**config.mk**
```make
export PLATFORM = sky130hd
export DESIGN_NAME = eth_frame_log_arbiter
export DESIGN_NICKNAME = d
export VERILOG_FILES = /design/src/rtl/eth_frame_log_pkg.sv /design/src/rtl/eth_frame_log_arbiter_rr.sv /design/src/rtl/eth_frame_log_arbiter.sv
export SDC_FILE = /design/constraint.sdc
export NUM_CORES = 1
export LEC_CHECK = 0
export ABC_AREA = 1
export ABC_CLOCK_PERIOD_IN_PS = 1840
export CAP_MARGIN = 20
export CELL_PAD_IN_SITES_DETAIL_PLACEMENT = 1
export CELL_PAD_IN_SITES_GLOBAL_PLACEMENT = 1
export CORE_MARGIN = 5
export CORE_UTILIZATION = 32
export DETAILED_ROUTE_END_ITERATION = 6
export PLACE_DENSITY = 0.83
export SLEW_MARGIN = 20
export SYNTH_ARGS = -nofsm -noshare
export SYNTH_HDL_FRONTEND = slang
export SYNTH_SLANG_ARGS = --single-unit
export TNS_END_PERCENT = 20
```
**constraint.sdc**
```tcl
create_clock -name clk -period 1.84 [get_ports clk]
set_input_delay 0.368 -clock clk [delete_from_list [all_inputs] [get_ports clk]]
set_output_delay 0.368 -clock clk [all_outputs]
set_load 0.1 [all_outputs]
```
**src/rtl/eth_frame_log_pkg.sv**
```systemverilog
// Shared definitions for the frame log arbiter: descriptor field layout,
// header size, FSM state type and the data-word-count helper.
package eth_frame_log_pkg;

    // Descriptor word layout {MATCHED, SIZE, NUMBER, TIMESTAMP}
    localparam int C_CTL_BITS    = 120;
    localparam int C_TS_LSB      = 0;
    localparam int C_TS_MSB      = 63;
    localparam int C_NUM_LSB     = 64;
    localparam int C_NUM_MSB     = 95;
    localparam int C_SIZE_LSB    = 96;
    localparam int C_SIZE_MSB    = 111;
    localparam int C_MATCH_LSB   = 112;
    localparam int C_MATCH_MSB   = 119;

    // Header is the descriptor padded with the source index to 128 bits
    localparam int C_LOG_HDR_BITS = 128;
    localparam int C_SRC_IDX_BITS = 3;

    typedef enum logic [1:0] {
        ST_IDLE,
        ST_HEADER,
        ST_DATA
    } log_arb_state_t;

    // Number of W-bit words needed for a SIZE-byte frame; 17 bits so that
    // SIZE=65535 plus rounding cannot overflow.
    function automatic logic [16:0] data_words(input logic [15:0] size, input int shift);
        logic [16:0] padded;
        padded = {1'b0, size} + ((17'd1 << shift) - 17'd1);
        return padded >> shift;
    endfunction

endpackage

```
**src/rtl/eth_frame_log_arbiter_rr.sv**
```systemverilog
// Combinational round-robin picker: first requester strictly after the
// pointer, wrapping, returned both one-hot and as an index.
module rr_arbiter
    import eth_frame_log_pkg::*;
#(
    parameter int N = 2
) (
    input  logic [N-1:0]                req,
    input  logic [C_SRC_IDX_BITS-1:0]   ptr,
    output logic [N-1:0]                grant,
    output logic [C_SRC_IDX_BITS-1:0]   grant_idx,
    output logic                        any_req
);

    // Pad requests to 8 entries so a 3-bit index always addresses a real slot
    logic req_arr [8];

    for (genvar gi = 0; gi < 8; gi++) begin : g_req
        if (gi < N) begin : g_real
            assign req_arr[gi] = req[gi];
        end else begin : g_pad
            assign req_arr[gi] = 1'b0;
        end
    end

    logic [C_SRC_IDX_BITS-1:0] cand;

    // Scan offsets from farthest to nearest so the nearest requester wins
    always_comb begin
        grant_idx = '0;
        any_req   = 1'b0;
        cand      = '0;
        for (int off = N; off >= 1; off--) begin
            cand = C_SRC_IDX_BITS'((int'(ptr) + off) % N);
            if (req_arr[cand]) begin
                grant_idx = cand;
                any_req   = 1'b1;
            end
        end
    end

    for (genvar gi = 0; gi < N; gi++) begin : g_grant
        assign grant[gi] = any_req && (grant_idx == C_SRC_IDX_BITS'(gi));
    end

endmodule

```
**src/rtl/eth_frame_log_arbiter.sv**
```systemverilog
// Merges per-source (descriptor, frame) streams into one log stream:
// round-robin grant, header words then frame words, tlast on the final word.
module eth_frame_log_arbiter
    import eth_frame_log_pkg::*;
#(
    parameter int C_NUM_SOURCES    = 2,
    parameter int C_AXIS_LOG_WIDTH = 64
) (
    input  logic                                      clk,
    input  logic                                      rst_n,
    input  logic                                      enable,
    input  logic [C_CTL_BITS*C_NUM_SOURCES-1:0]       s_axis_ctl_tdata,
    input  logic [C_NUM_SOURCES-1:0]                  s_axis_ctl_tvalid,
    output logic [C_NUM_SOURCES-1:0]                  s_axis_ctl_tready,
    input  logic [C_AXIS_LOG_WIDTH*C_NUM_SOURCES-1:0] s_axis_frame_tdata,
    input  logic [C_NUM_SOURCES-1:0]                  s_axis_frame_tvalid,
    output logic [C_NUM_SOURCES-1:0]                  s_axis_frame_tready,
    output logic [C_AXIS_LOG_WIDTH-1:0]               m_axis_tdata,
    output logic                                      m_axis_tlast,
    output logic                                      m_axis_tvalid,
    input  logic                                      m_axis_tready,
    output logic [31:0]                               packet_count
);

    localparam int N   = C_NUM_SOURCES;
    localparam int W   = C_AXIS_LOG_WIDTH;
    localparam int BSH = $clog2(W / 8);
    localparam int H   = C_LOG_HDR_BITS / W;
    localparam logic [1:0] LAST_HDR = 2'(H - 1);
    localparam logic [C_SRC_IDX_BITS-1:0] PTR_INIT = C_SRC_IDX_BITS'(N - 1);

    log_arb_state_t state_reg, state_next;

    logic [C_SRC_IDX_BITS-1:0] ptr_reg;
    logic [C_SRC_IDX_BITS-1:0] grant_idx_reg;
    logic [N-1:0]              grant_oh_reg;
    logic [C_CTL_BITS-1:0]     ctl_reg;
    logic [16:0]               remain_reg;
    logic [1:0]                hdr_idx_reg;

    logic [W-1:0] tdata_reg;
    logic         tvalid_reg;
    logic         tlast_reg;
    logic [31:0]  count_reg;

    // Per-source views padded to 8 so a 3-bit grant index selects directly
    logic [C_CTL_BITS-1:0] ctl_arr   [8];
    logic [W-1:0]          frame_arr [8];
    logic                  fvalid_arr[8];

    for (genvar gi = 0; gi < 8; gi++) begin : g_src
        if (gi < N) begin : g_real
            assign ctl_arr[gi]    = s_axis_ctl_tdata[gi*C_CTL_BITS +: C_CTL_BITS];
            assign frame_arr[gi]  = s_axis_frame_tdata[gi*W +: W];
            assign fvalid_arr[gi] = s_axis_frame_tvalid[gi];
        end else begin : g_pad
            assign ctl_arr[gi]    = '0;
            assign frame_arr[gi]  = '0;
            assign fvalid_arr[gi] = 1'b0;
        end
    end

    // Header split into W-bit words, least-significant word first
    logic [C_LOG_HDR_BITS-1:0] hdr_full;
    logic [W-1:0]              hdr_words [4];

    assign hdr_full = {5'b0, grant_idx_reg, ctl_reg};

    for (genvar gi = 0; gi < 4; gi++) begin : g_hdr
        if (gi < H) begin : g_real
            assign hdr_words[gi] = hdr_full[gi*W +: W];
        end else begin : g_pad
            assign hdr_words[gi] = '0;
        end
    end

    logic [N-1:0]              arb_grant;
    logic [C_SRC_IDX_BITS-1:0] arb_idx;
    logic                      arb_any;

    rr_arbiter #(.N(N)) u_rr (
        .req       (s_axis_ctl_tvalid),
        .ptr       (ptr_reg),
        .grant     (arb_grant),
        .grant_idx (arb_idx),
        .any_req   (arb_any)
    );

    logic         load_en;
    logic         start;
    logic         ctl_pop;
    logic         frame_rdy;
    logic         out_load;
    logic         out_last;
    logic [W-1:0] out_data;

    assign load_en = ~tvalid_reg | m_axis_tready;

    // State register
    always_ff @(posedge clk or negedge rst_n) begin
        if (!rst_n) begin
            state_reg <= ST_IDLE;
        end else begin
            state_reg <= state_next;
        end
    end

    // Next state plus the word to load into the output register this cycle
    always_comb begin
        state_next = state_reg;
        start      = 1'b0;
        ctl_pop    = 1'b0;
        frame_rdy  = 1'b0;
        out_load   = 1'b0;
        out_last   = 1'b0;
        out_data   = '0;
        case (state_reg)
            ST_IDLE: begin
                if (enable && arb_any) begin
                    start      = 1'b1;
                    state_next = ST_HEADER;
                end
            end
            ST_HEADER: begin
                if (load_en) begin
                    out_load = 1'b1;
                    out_data = hdr_words[hdr_idx_reg];
                    if (hdr_idx_reg == LAST_HDR) begin
                        ctl_pop    = 1'b1;
                        out_last   = (remain_reg == 17'd0);
                        state_next = (remain_reg == 17'd0) ? ST_IDLE : ST_DATA;
                    end
                end
            end
            ST_DATA: begin
                frame_rdy = load_en;
                if (load_en && fvalid_arr[grant_idx_reg]) begin
                    out_load = 1'b1;
                    out_data = frame_arr[grant_idx_reg];
                    out_last = (remain_reg == 17'd1);
                    if (remain_reg == 17'd1) begin
                        state_next = ST_IDLE;
                    end
                end
            end
            default: state_next = ST_IDLE;
        endcase
    end

    // Grant bookkeeping: latch winner and its descriptor, count header/data words
    always_ff @(posedge clk or negedge rst_n) begin
        if (!rst_n) begin
            ptr_reg       <= PTR_INIT;
            grant_idx_reg <= '0;
            grant_oh_reg  <= '0;
            ctl_reg       <= '0;
            remain_reg    <= '0;
            hdr_idx_reg   <= '0;
        end else begin
            if (start) begin
                ptr_reg       <= arb_idx;
                grant_idx_reg <= arb_idx;
                grant_oh_reg  <= arb_grant;
                ctl_reg       <= ctl_arr[arb_idx];
                remain_reg    <= data_words(ctl_arr[arb_idx][C_SIZE_MSB:C_SIZE_LSB], BSH);
                hdr_idx_reg   <= '0;
            end else if (state_reg == ST_HEADER && load_en) begin
                hdr_idx_reg <= hdr_idx_reg + 2'd1;
            end else if (state_reg == ST_DATA && out_load) begin
                remain_reg <= remain_reg - 17'd1;
            end
        end
    end

    // Output register: refill whenever empty or being accepted, else hold
    always_ff @(posedge clk or negedge rst_n) begin
        if (!rst_n) begin
            tdata_reg  <= '0;
            tvalid_reg <= 1'b0;
            tlast_reg  <= 1'b0;
        end else if (load_en) begin
            tvalid_reg <= out_load;
            tlast_reg  <= out_load & out_last;
            if (out_load) begin
                tdata_reg <= out_data;
            end
        end
    end

    // Count packets as their tlast word is accepted downstream
    always_ff @(posedge clk or negedge rst_n) begin
        if (!rst_n) begin
            count_reg <= '0;
        end else if (tvalid_reg && m_axis_tready && tlast_reg) begin
            count_reg <= count_reg + 32'd1;
        end
    end

    assign s_axis_ctl_tready   = ctl_pop   ? grant_oh_reg : '0;
    assign s_axis_frame_tready = frame_rdy ? grant_oh_reg : '0;
    assign m_axis_tdata        = tdata_reg;
    assign m_axis_tvalid       = tvalid_reg;
    assign m_axis_tlast        = tlast_reg;
    assign packet_count        = count_reg;

endmodule

```
# After elaboration in Yosys (flattened, before gate mapping)
# Cells that the tools add are included.
[totals]
output_inout_bits = 102
in_bits = 376
register_bits = 245
[op_classes]
n_addsub = 6
reduce_logical = 16
n_eq_ne = 11
n_bitwise = 10
muxes = 51
order_cmp = 5
[op_table]
columns = ["cell", "n"]
rows = [
  ["binary-select mux 120 bit (select 3 bit)", 1],
  ["2-to-1 mux 64 bit", 5],
  ["2-to-1 mux 120 bit", 2],
  ["binary-select mux 64 bit (select 3 bit)", 1],
  ["binary-select mux 64 bit (select 2 bit)", 1],
  ["case mux 64 bit (2 select lines)", 1],
  ["2-to-1 mux 17 bit", 3],
  ["adder 32 x 1 -> 32 bit, second input constant", 1],
  ["2-to-1 mux 2 bit", 10],
  ["2-to-1 mux 1 bit", 19],
  ["adder 16 x 3 -> 17 bit, second input constant", 1],
  ["equality test 17 x 1 -> 1 bit, second input constant", 1],
  ["zero test 17 bit", 1],
  ["subtractor 17 x 1 -> 17 bit, second input constant", 1],
  [">= comparator 4 bit, second input constant", 4],
  ["inverter 3 -> 4 bit", 4],
  ["!= test 2 bit, second input constant", 6],
  ["binary-select mux 1 bit (select 3 bit)", 3],
  ["logical AND 1 bit", 8],
  ["2-to-1 mux 3 bit", 2],
  ["case mux 2 bit (3 select lines)", 1],
  ["AND reduction 5 bit", 1],
  ["equality test 2 x 1 -> 1 bit, second input constant", 2],
  ["case mux 1 bit (2 select lines)", 2],
  ["14 further kinds", 18],
]

# Logic depth before layout (Yosys ltp)
# Gate-level depths: netlist of the first run.
[logic_depth]
word_depth = 14
depth_mapped = 13

# Modules after synthesis
# From an unflattened synthesis of the first run, not the netlist that was laid out.
[unflattened]
cells_unflattened = 1683
hier_area_um2 = 13829.5
[modules_own_cells]
columns = ["module", "n_inst", "area_each_um2", "seq_area_each_um2", "cells_per_inst"]
rows = [
  ["eth_frame_log_arbiter", 1, 13780.7, 6132.1, 1673],
  ["rr_arbiter", 1, 48.8, 0.0, 10],
]

# Least setup slack after synthesis of the first run
# Ideal clock, no wire load.
[synth_path]
path_kind = "reg-to-output"
startpoint = "reg tvalid_reg, in the netlist m_axis_tvalid"
endpoint = "out s_axis_frame_tready[0]"
required_ns = 1.472
path_buffers = 0
setup_slack_ns = -1.746
arrival_time_ns = 3.218
path_stages_with_launch = 4
path_cell_list = "dfrtp_1 -> nand2_2 -> inv_1 -> nor3_1"
[synth_via]
elab_chain_len = 4
[synth_lines]
columns = ["item", "line", "text"]
rows = [
  ["from (decl)", "eth_frame_log_arbiter.sv:42", "logic tvalid_reg;"],
  ["from (signal assigned)", "eth_frame_log_arbiter.sv:182", "tvalid_reg <= out_load;"],
  ["inverter 1 bit", "eth_frame_log_arbiter.sv:97", "assign load_en = ~tvalid_reg | m_axis_tready;"],
  ["bitwise OR 1 bit", "eth_frame_log_arbiter.sv:97", ""],
  ["2-to-1 mux 1 bit", "eth_frame_log_arbiter.sv:117", "case (state_reg)"],
  ["2-to-1 mux 2 bit", "eth_frame_log_arbiter.sv:200", "assign s_axis_frame_tready = frame_rdy ? grant_oh_reg : '0;"],
  ["to (decl)", "eth_frame_log_arbiter.sv:17", "output logic [C_NUM_SOURCES-1:0] s_axis_frame_tready,"],
]
# Every way passes these cells.

# Worst setup path in the final report of the first run
[layout_path]
startpoint = "reg state_reg[1]"
endpoint = "reg remain_reg[10]"
[layout_via]
elab_chain_len = 5
[layout_lines]
columns = ["item", "line", "text"]
rows = [
  ["from (decl)", "eth_frame_log_arbiter.sv:32", "log_arb_state_t state_reg, state_next;"],
  ["from (signal assigned)", "eth_frame_log_arbiter.sv:104", "state_reg <= state_next;"],
  ["equality test 2 bit / equality test 2 x 1 -> 1 bit (equally long branches)", "eth_frame_log_arbiter.sv:117, eth_frame_log_arbiter.sv:169, eth_frame_log_arbiter.sv:167", ""],
  ["case mux 1 bit (2 select lines)", "eth_frame_log_arbiter.sv:117", ""],
  ["logical AND 1 bit", "eth_frame_log_arbiter.sv:169", "end else if (state_reg == ST_DATA && out_load) begin"],
  ["nonzero test 2 bit (no source line)", "--", ""],
  ["AND reduction 2 bit (no source line)", "--", ""],
  ["to (signal assigned)", "eth_frame_log_arbiter.sv:165", "remain_reg <= data_words(ctl_arr[arb_idx][C_SIZE_MSB:C_SIZE_LSB], BSH);"],
  ["to (signal assigned)", "eth_frame_log_arbiter.sv:170", "remain_reg <= remain_reg - 17'd1;"],
  ["to (decl)", "eth_frame_log_arbiter.sv:38", "logic [16:0] remain_reg;"],
]
# Parallel ways exist; a longest one is shown, timed or not.
# A chain may end at the register's enable or synchronous reset.

==> results.md, run 1 <==
- Post-Route WL: 79100 um
- Crit path from: state_reg[1]$_DFFE_PN0P_
- Max Cap Viol: 0
- Initial antenna violation count: 7
- Commonest register cell after synthesis: dfrtp_1
- Vias in the first global route: 16900
- Period utilisation layout: 127%
- Via density: 5.56
- CP Class: reg2reg
- Proportion of layout cells with a drive suffix above 1: 29.2%
- Post-synthesis cell area: 13600 um^2
- Nets: 2780
- DR DRC count: 0
- Arrival time worst endpoint: 2840 ps
- Final instance area: 24700 um^2
- Worst Tran Pin Value: ~620 ps
- Ys async rst share: between 90% and 100%
- Row count: 75
- PwrDens: 1720 nW/um^2
- Worst Setup Start Kind: register
- Clock skew: 15.0 ps
- RSZ-0062 raised after global routing: true
- Top sig layer: met5
- Mapped Nets: around 2200
- R2R setup slack: -490 ps
- Max_slew headroom: between 50% and 60%
- CP dominant cell by count: nand2_1
- CP max stage delay: approximately 450 ps
- Post-detail-place hpwl: 48400 um
- Pre-CTS setup slack: -459 ps
- M1 WL: between 20000 and 30000 um
- Lkg Pwr: 10.7 nW
- Chip height: between 200 and 250 um
- Placed inst area: 21000 um^2
- Fmax: about 430 MHz
- H-tree Lvls: 1
- Setup-failing EPs final: 184
- CTS max path bufs: 3
- R2R depth: 13
- Clk pin slew, worst setup/hold paths: 60 ps
- Final setup TNS: -27990 ps
- Ys Warns: 0
- Clk Latency, worst-skew pair: 590 ps
- Die width: approximately 220 um
- Antenna viol nets, final: 0
- Failing checks: setup timing
- Crit-path max FO: 8
- Worst IR Drop VDD: 1430 uV
- Number of synthesized flops with an enable pin: 0
- Iteration-0 DRC Markers: 1003
- Final Wtd Congestion: 0.897
- TritonCTS Buffers: 31
- GRT overflow: 0
- FF-to-FF End: remain_reg[10]$_DFFE_PN0P_
- Die area: 46700 um^2
- Largest register FFs: 120
- Syn Area/Cell: 7.64 um^2
- Worst Hold Class: in2async
- Post-Synthesis Cells: 1780
- Wire length on met2: roughly 40000 um
- Cell Chain, Critical Path: inv_2 > buf_6 > ha_4 > inv_4 > nor2_4 > clkinv_4 > buf_4 > clkbuf_16 > nor2_1 > nand2_1 > nand3b_1 > nand2_1 > inv_1
- FF+latch count, synth: 243
- Hold Fails Final Rpt: 0
- Starting density of the core: 32.4%
- CP required: approximately 2400 ps
- Port buffer count: 477
- Root buf cell: clkbuf_16
- GRT Total Usage: 26.8%
- Yosys cell types: 43
- WL per Instance: 26.7 um
- Tmin final: roughly 2300 ps
- Total number of vias: between 15000 and 20000
- Clk sinks: ~240
- Crit-path slowest cell: dfrtp_2
- First-pass GRT wire length: 99100 um
- Largest net degree at the start of global routing: 63
- Status: finished, violations left
- Total core area: 41900 um^2
- Crit. End Element: register
- Worst Setup Slack, final: -490 ps
- I/O Pins: 478
- Met3 Routed Length: 4830 um
- RR Startpoint: state_reg[1]$_DFFE_PN0P_
- TritonCTS clock tree: yes
- Pre-Repair DR Iteration Count: 5
- Fraction of the yosys area taken by sequential cells: 44.8%
- Max Slew Vio Count: 0
- Area grow syn2layout: 81.9%
-- layout make-up --
class / instances / area [um^2]
multi-input cells: 1309 / 7890
clock buffers: 39 / 856
clock inverters: 19 / 284
well taps: 539 / 674
flip-flops and latches: 243 / 6130
repair buffers: 693 / 8380
diodes: 6 / 15.0
inverters: 118 / 499
fillers: 4639 / 17200
-- metal layers --
metal / vias up / track usage [%]
li1: 7133 / -
met1: 8284 / 31.6
met2: 770 / 48.2
met3: 295 / 5.74
met4: 6 / 9.77
met5: - / 0
-- kinds of logic after synthesis --
logic type               share of synthesized area (%)
AO/OA/AOI/OAI                                     18.6
XOR/XNOR                                          1.93
buffers and inverters                             7.24
AND/OR/NAND/NOR                                   26.2
adder cells (fa/ha/maj)                          0.737
multiplexers                                     0.516
flip-flops                                        44.8
-- layout by cell type, fill, tap and decap left out, drive strengths merged, types with 7 or more instances in the layout --
cell             n
clkdlybuf4s50  374
nand3           44
a2bb2oi         85
a22oi           20
bufinv           7
mux2i            7
nor3            17
xnor2            8
inv            115
nor2           243
a31oi           30
clkinv          11
nand4           10
nand3b          12
dfrtp          242
o21ai           99
a311oi           7
a21oi          127
clkbuf          54
xor2            22
nand2          529
ha               8
buf            303
o211ai          29
-- stage by stage --
step	power, mW	util, %	instances	hold WS (ps)
finish	42.5	58.9	2966	334
global route	44.0	58.9	2964	331
CTS	38.7	53.7	2897	304
detailed placement	31.0	50.1	2825	384
global placement	30.3	50.1	2825	378
floorplan	21.7	-	1780	72.4
-- critical path: cells and delay by family, from the launching register on --
kind / cells / cell delay (ps)
flops: 1 / 450
simple gates: 5 / 700
buf+inv: 7 / 920
fa+ha+maj: 1 / 170
-- repair_timing --
action                     4_1_cts  5_1_grt
resized for setup               53      390
buffers inserted                12       47
pin swaps                       16       85
cloned                           1       18
setup endpoints to repair       46      205
hold endpoints to repair        53        0
hold buffers                     1        0
-- worst max-delay path by stage --
stage | end | slack (ps)
5_1_grt | s_axis_frame_tready[1] | -410
6_report | remain_reg[10]$_DFFE_PN0P_ | -490
4_1_cts | s_axis_frame_tready[1] | -330
3_3_place_gp | remain_reg[4]$_DFFE_PN0P_ | -370
3_5_place_dp | remain_reg[8]$_DFFE_PN0P_ | -460
2_1_floorplan | s_axis_frame_tready[0] | -130
-- synth_stat cells (all sizes together), types with 29 or more instances --
master,number,area (um^2)
a21oi,127,636
o21ai,99,499
nand2,529,2030
nand3,44,245
inv,117,439
clkbuf,54,203
buf,56,337
nor2,243,985
dfrtp,242,6060
a31oi,30,188
o211ai,29,218
a2bb2oi,85,744
-- power breakdown --
part | leakage [nW] | switching (mW) | internal (mW)
logic | 7.33 | 15.8 | 9.90
registers | 2.79 | 2.23 | 7.72
clock network | 0.553 | 2.61 | 4.26
total | 10.7 | 20.6 | 21.9
Note: power is estimated with default switching activity, not from simulation.
==> inputs of run 2 (changes only) <==
--- a/config.mk
+++ b/config.mk
@@ -7,7 +7,7 @@
 export LEC_CHECK = 0
 export ABC_AREA = 1
 export ABC_CLOCK_PERIOD_IN_PS = 1840
-export CAP_MARGIN = 20
+export CAP_MARGIN = 25
 export CELL_PAD_IN_SITES_DETAIL_PLACEMENT = 1
 export CELL_PAD_IN_SITES_GLOBAL_PLACEMENT = 1
 export CORE_MARGIN = 5
==> results of run 2 <==
The final DEF is identical to that of run 1; final timing and power are the same.
